$ cat config.mk
export PLATFORM = sky130hd
export DESIGN_NAME = orv64_pmp_csr_file
export DESIGN_NICKNAME = d
export VERILOG_FILES = /design/src/rtl/orv64_pmp_csr_file_pkg.sv /design/src/rtl/orv64_pmp_cfg_byte_wr.sv /design/src/rtl/orv64_pmp_csr_file.sv
export SDC_FILE = /design/constraint.sdc
export NUM_CORES = 2
export LEC_CHECK = 0
export ABC_AREA = 1
export CORE_ASPECT_RATIO = 1.1
export CORE_MARGIN = 4
export CORE_UTILIZATION = 25
export CTS_CLUSTER_SIZE = 12
export DETAILED_ROUTE_END_ITERATION = 12
export PLACE_DENSITY = 0.4
export SYNTH_ARGS = -nofsm -noshare
export SYNTH_HDL_FRONTEND = slang
export SYNTH_HIERARCHICAL = 1
export SYNTH_SLANG_ARGS = --single-unit
$ cat constraint.sdc
create_clock -name clk -period 5.4 [get_ports clk]
set_clock_uncertainty 0.05 [all_clocks]
set_input_delay 0.54 -clock clk [delete_from_list [all_inputs] [get_ports clk]]
set_output_delay 0.54 -clock clk [all_outputs]
set_load 0.01 [all_outputs]
$ cat src/rtl/orv64_pmp_csr_file_pkg.sv
// Shared ORV64 PMP definitions: CSR addresses, pmpcfg byte layout, CSR op and FSM encodings.
package orv64_pmp_csr_file_pkg;

   localparam logic [11:0] ORV64_CSR_ADDR_PMPCFG0  = 12'h3A0;
   localparam logic [11:0] ORV64_CSR_ADDR_PMPCFG2  = 12'h3A2;
   localparam logic [11:0] ORV64_CSR_ADDR_PMPADDR0 = 12'h3B0;

   typedef enum logic [1:0] {
      PMP_A_OFF   = 2'd0,
      PMP_A_TOR   = 2'd1,
      PMP_A_NA4   = 2'd2,
      PMP_A_NAPOT = 2'd3
   } pmp_a_e;

   typedef struct packed {
      logic       l;
      logic [1:0] rsvd;
      pmp_a_e     a;
      logic       x;
      logic       w;
      logic       r;
   } pmpcfg_t;

   typedef enum logic [1:0] {
      CSR_OP_READ  = 2'd0,
      CSR_OP_WRITE = 2'd1,
      CSR_OP_SET   = 2'd2,
      CSR_OP_CLEAR = 2'd3
   } csr_op_e;

   typedef enum logic {
      CSR_ST_IDLE = 1'b0,
      CSR_ST_RESP = 1'b1
   } csr_state_e;

endpackage

$ cat src/rtl/orv64_pmp_cfg_byte_wr.sv
// Next-value logic for one pmpcfg byte: lock hold, WARL reject of r=0/w=1, reserved bits cleared.
module orv64_pmp_cfg_byte_wr
   import orv64_pmp_csr_file_pkg::*;
(
   input  pmpcfg_t    old_byte,
   input  logic [7:0] new_byte,
   input  logic       locked,
   output pmpcfg_t    next_byte
);

   pmpcfg_t cand;

   always_comb begin
      cand      = pmpcfg_t'(new_byte);
      cand.rsvd = 2'b00;
      next_byte = cand;
      if (locked || (!cand.r && cand.w)) next_byte = old_byte;
   end

endmodule

$ cat src/rtl/orv64_pmp_csr_file.sv
// Machine-mode PMP CSR file (pmpcfg/pmpaddr) with valid/ready request and response channels.
// Optional macro ORV64_PMP_TOR_LOCK_EN: a locked TOR entry i+1 also locks pmpaddr i.
module orv64_pmp_csr_file
   import orv64_pmp_csr_file_pkg::*;
#(
   parameter int N_ENTRY = 16,
   parameter int PADDR_W = 56
) (
   input  logic                           clk,
   input  logic                           rstn,
   // Handshakes: a beat transfers on the rising edge where valid and ready are both high;
   // valid must stay asserted with stable payload until that edge.
   input  logic                           csr_req_valid,
   output logic                           csr_req_ready,
   input  logic [1:0]                     csr_req_op,
   input  logic [11:0]                    csr_req_addr,
   input  logic [63:0]                    csr_req_wdata,
   output logic                           csr_resp_valid,
   input  logic                           csr_resp_ready,
   output logic [63:0]                    csr_resp_rdata,
   output logic                           csr_resp_illegal,
   output logic [N_ENTRY*8-1:0]           pmpcfg,
   output logic [N_ENTRY*(PADDR_W-2)-1:0] pmpaddr,
   output logic                           pmp_chg_valid,
   output csr_state_e                     csr_state
);

   localparam int AW    = PADDR_W - 2;
   localparam int N_GRP = N_ENTRY / 8;
   localparam logic [11:0] CFG_STRIDE = ORV64_CSR_ADDR_PMPCFG2 - ORV64_CSR_ADDR_PMPCFG0;

   csr_state_e        state_q, state_d;
   pmpcfg_t           cfg_q  [N_ENTRY];
   pmpcfg_t           cfg_d  [N_ENTRY];
   pmpcfg_t           cfg_wr [N_ENTRY];
   logic [AW-1:0]     addr_q [N_ENTRY];
   logic [AW-1:0]     addr_d [N_ENTRY];
   logic [N_ENTRY-1:0] addr_locked, addr_sel;
   logic [N_GRP-1:0]  grp_sel;
   logic [63:0]       old_val, new_val, rdata_q;
   logic              req_accept, req_illegal, do_write, any_chg, chg_q, illegal_q;
   csr_op_e           op;

   assign op         = csr_op_e'(csr_req_op);
   assign req_accept = csr_req_valid && (state_q == CSR_ST_IDLE);
   assign do_write   = req_accept && !req_illegal && (op != CSR_OP_READ);

   always_comb begin
      old_val     = '0;
      req_illegal = 1'b1;
      grp_sel     = '0;
      addr_sel    = '0;
      for (int k = 0; k < N_GRP; k++) begin
         if (csr_req_addr == ORV64_CSR_ADDR_PMPCFG0 + 12'(k) * CFG_STRIDE) begin
            grp_sel[k]  = 1'b1;
            req_illegal = 1'b0;
            for (int j = 0; j < 8; j++) old_val[j*8 +: 8] = cfg_q[k*8 + j];
         end
      end
      for (int i = 0; i < N_ENTRY; i++) begin
         if (csr_req_addr == ORV64_CSR_ADDR_PMPADDR0 + 12'(i)) begin
            addr_sel[i]      = 1'b1;
            req_illegal      = 1'b0;
            old_val[AW-1:0]  = addr_q[i];
         end
      end
   end

   always_comb begin
      case (op)
         CSR_OP_WRITE: new_val = csr_req_wdata;
         CSR_OP_SET:   new_val = old_val | csr_req_wdata;
         CSR_OP_CLEAR: new_val = old_val & ~csr_req_wdata;
         default:      new_val = old_val;
      endcase
   end

   for (genvar i = 0; i < N_ENTRY; i++) begin : g_entry
      orv64_pmp_cfg_byte_wr u_cfg_wr (
         .old_byte  (cfg_q[i]),
         .new_byte  (new_val[(i%8)*8 +: 8]),
         .locked    (cfg_q[i].l),
         .next_byte (cfg_wr[i])
      );
`ifdef ORV64_PMP_TOR_LOCK_EN
      if (i < N_ENTRY - 1) begin : g_tor
         assign addr_locked[i] = cfg_q[i].l || (cfg_q[i+1].l && (cfg_q[i+1].a == PMP_A_TOR));
      end else begin : g_last
         assign addr_locked[i] = cfg_q[i].l;
      end
`else
      assign addr_locked[i] = cfg_q[i].l;
`endif
      assign pmpcfg[i*8 +: 8]    = cfg_q[i];
      assign pmpaddr[i*AW +: AW] = addr_q[i];
   end

   // Lock decisions read the pre-update cfg, so a same-request lock never blocks its own write.
   always_comb begin
      cfg_d   = cfg_q;
      addr_d  = addr_q;
      any_chg = 1'b0;
      if (do_write) begin
         for (int k = 0; k < N_GRP; k++)
            if (grp_sel[k])
               for (int j = 0; j < 8; j++) cfg_d[k*8 + j] = cfg_wr[k*8 + j];
         for (int i = 0; i < N_ENTRY; i++)
            if (addr_sel[i] && !addr_locked[i]) addr_d[i] = new_val[AW-1:0];
      end
      for (int i = 0; i < N_ENTRY; i++)
         if ((cfg_d[i] != cfg_q[i]) || (addr_d[i] != addr_q[i])) any_chg = 1'b1;
   end

   always_ff @(posedge clk or negedge rstn) begin
      if (!rstn) begin
         for (int i = 0; i < N_ENTRY; i++) begin
            cfg_q[i]  <= '0;
            addr_q[i] <= '0;
         end
         chg_q <= 1'b0;
      end else begin
         cfg_q  <= cfg_d;
         addr_q <= addr_d;
         chg_q  <= any_chg;
      end
   end

   always_ff @(posedge clk or negedge rstn) begin
      if (!rstn) begin
         rdata_q   <= '0;
         illegal_q <= 1'b0;
      end else if (req_accept) begin
         rdata_q   <= old_val;
         illegal_q <= req_illegal;
      end
   end

   always_ff @(posedge clk or negedge rstn) begin
      if (!rstn) state_q <= CSR_ST_IDLE;
      else       state_q <= state_d;
   end

   always_comb begin
      state_d = state_q;
      case (state_q)
         CSR_ST_IDLE: if (csr_req_valid)  state_d = CSR_ST_RESP;
         CSR_ST_RESP: if (csr_resp_ready) state_d = CSR_ST_IDLE;
         default:                         state_d = CSR_ST_IDLE;
      endcase
   end

   always_comb begin
      csr_req_ready  = (state_q == CSR_ST_IDLE);
      csr_resp_valid = (state_q == CSR_ST_RESP);
   end

   assign csr_resp_rdata   = rdata_q;
   assign csr_resp_illegal = illegal_q;
   assign pmp_chg_valid    = chg_q;
   assign csr_state        = state_q;

endmodule

==> flow_summary.yaml <==
timing:
  report.final.hold_viol_count: 0
  clock.fmax_ghz: 0.167
  setup_total_negative_slack_ns: -0.586
  fin_crit_sh_pct: 111
  unrepaired_setup_endpoints_after_global_routing: "true"
  maxSlewHeadroom_pct: -6.22
  worst-slew-pin-transition_ns: 1.58
  final.min_clock_period_ns: 5.99
  setup_viol_count_final: 1
  number_of_pins_with_negative_max_slew_slack_in_the_final_report: 3
  final_worst_slack_ns: -0.586
power_and_ir_drop:
  power_density_mw_per_mm2: 178
  netSwitchingPower_w: 0.00650
  cellInternalPower_w: 0.0153
  power.share.clock_pct: 51.8
  combinationalPowerShare_pct: 11.0
  ir_worst_vdd_uv: 218
  power.share.switching_pct: 29.9
  p_leak_nw: 63.4
  power_frac_seq_pct: 37.3
detailed_routing:
  via_per_instance_ratio: 5.58
  postRouteWirelength_um: 778000
  wire_per_inst_um: 39.1
  vias: 111000
  ant_nets: 0
  first_pass_iters: 7
  remaining_drc_errors: 0
  drt_iter0_drc: 18400
run_status:
  run_status: "finished, violations left"
  failed_checks: "max-capacitance violations, max-slew violations, negative setup slack"
place:
  dpl_cell_area_sq_mm: 0.114
  io_buffer_count: 1139
  place.detailed.hpwl_um: 644000
  detailedPlace.worstSlack_ns: -2.40
  gp_routability_congestion: 1.08
floorplan:
  num_rows: 215
  initial_utilization_pct: 25.1
  fp.dieArea_sq_mm: 0.322
  die_h_um: 595
  boundaryPins: 1143
  die_x_um: 542
  floorplan.core_area_sq_mm: 0.312
setup_path:
  critical_path.reg2reg.endpoint: "pmp_chg_valid"
  timing.critical_path.to_type: "flop"
  crit_reg_reg_startpoint: "pmpcfg[86]"
  critical_path_peak_fanout: 15
  reg2reg_slack_ns: -0.39
  worst_path_most_repeated_cell: "sky130_fd_sc_hd__nand2_1"
  worst-endpoint-required_ns: 6.11
  cp.arrival_ns: 6.70
  criticalPathCategory: "input pin to flop"
  crit_path_max_incr_delay_ns: 0.54
  setup.worst_path.start_class: "input pin"
  worst_path_max_delay_cell: "sky130_fd_sc_hd__nor2_1"
  worst_reg_to_reg_path_cell_count: 37
flow_run:
  cap_viol_max_count: 1
clocking:
  number_of_h_tree_branching_levels: 4
  cts_inserted_buffers: 156
  worstSkewPairLatency_ns: 0.91
  clockBufferDepth: 4
  cts.clk_slew.worst_paths_ns: 0.06
  clk_root_buffer_cell: "sky130_fd_sc_hd__clkbuf_16"
  tritoncts: "yes"
  clkSinkCount: 1059
grt:
  grt_antenna_before_repair: 94
  number_of_global_route_vias_before_repair: 102000
  gr-usage-all-layers_pct: 46.2
  grt_remaining_overflow: 0
  global_route_wire_length_before_repair_um: 999000
  maximum_number_of_pins_on_one_net_before_global_route_repair: 132
cells_and_area:
  post-route-util_pct: 39.2
  layout_commonest_cell: "sky130_fd_sc_hd__nand2_1"
  post_route_cells_drive_above_1_share_pct: 22.2
  layout_common_cells: "sky130_fd_sc_hd__nand2_1, sky130_fd_sc_hd__buf_4, sky130_fd_sc_hd__inv_1"
  finish.instance_area_sq_mm: 0.122
  nets: 15700
  syn2layout_area_growth_pct: 56.0
hold_path:
  timing.hold.worst.class: "input pin to asynchronous set/reset pin"
logic_synthesis:
  synth_fp_nets: 12600
  synth_area_per_cell_sq_um: 6.26
  postSynthCellCount: 12500
  syn-cell-area_sq_mm: 0.0783
  ys.warnings.count: 6
==> area by class of cell <==
class | count | area [sq um]
Fill cell | 33500 | 190000
Multi-Input combinational cell | 8455 | 41600
Timing Repair Buffer | 3782 | 35300
Sequential cell | 1059 | 26500
Inverter | 2189 | 8270
Tap cell | 4123 | 5160
Clock buffer | 227 | 4590
Clock inverter | 47 | 614
Antenna cell | 47 | 118
==> stage by stage <==
step / hold WS [ns] / total power, W / cells
after global placement: 0.414 / 0.0105 / 19500
after global routing: 0.216 / 0.0221 / 19900
final: 0.121 / 0.0218 / 19900
after CTS: 0.212 / 0.0217 / 19900
after detailed placement: 0.429 / 0.0105 / 19500
after floorplan: 0.194 / 0.00889 / 12500
==> state kept, by name, indices dropped and copies added, names as in the netlist <==
name and count:
pmpcfg 128, csr_resp_illegal 1, pmp_chg_valid 1, csr_resp_rdata 64, pmpaddr 864, csr_resp_valid 1
==> worst max-delay path: cells and delay by family <==
family,cells,cell delay (ns)
and+or+nand+nor,34,4.59
buffers and inverters,9,1.48
==> routing by layer <==
metal | global-route usage, % | share of wire [%] | up-vias
met5 | 0 | 0.042 | -
met4 | 23.3 | 6.4 | 50
met3 | 19.5 | 14 | 1443
met2 | 61.1 | 38 | 8477
met1 | 63.0 | 42 | 55300
li1 | - | - | 46000
==> power groups by stage <==
stage	clock, W	combinational [W]	sequential [W]
2_1_floorplan	0	0.000606	0.00828
3_3_place_gp	0	0.00223	0.00825
3_5_place_dp	0	0.00223	0.00825
4_1_cts	0.0113	0.00226	0.00811
5_1_grt	0.0116	0.00241	0.00812
6_report	0.0113	0.00239	0.00811
==> how the worst max path moves through the flow <==
stage,cells after the start,slack [ns],to,from
finish,43,-0.59,pmp_chg_valid,csr_req_addr[8]
global route,59,-0.57,pmp_chg_valid,csr_req_addr[8]
CTS,50,-0.25,pmp_chg_valid,pmpcfg[97]
detailed placement,51,-2.40,pmp_chg_valid,csr_req_addr[0]
global placement,51,-2.52,pmp_chg_valid,csr_req_addr[0]
floorplan,51,0.35,pmp_chg_valid,csr_req_addr[11]
==> what timing repair did <==
action                                 CTS  global route
endpoints found under the hold margin   36             0
gates cloned                             5             4
hold buffers                             1             0
pin swaps                               61           148
resized for setup                      268           288
setup endpoints to repair                1             1
buffers inserted                        43            26
(Power assumes the default switching activity.)
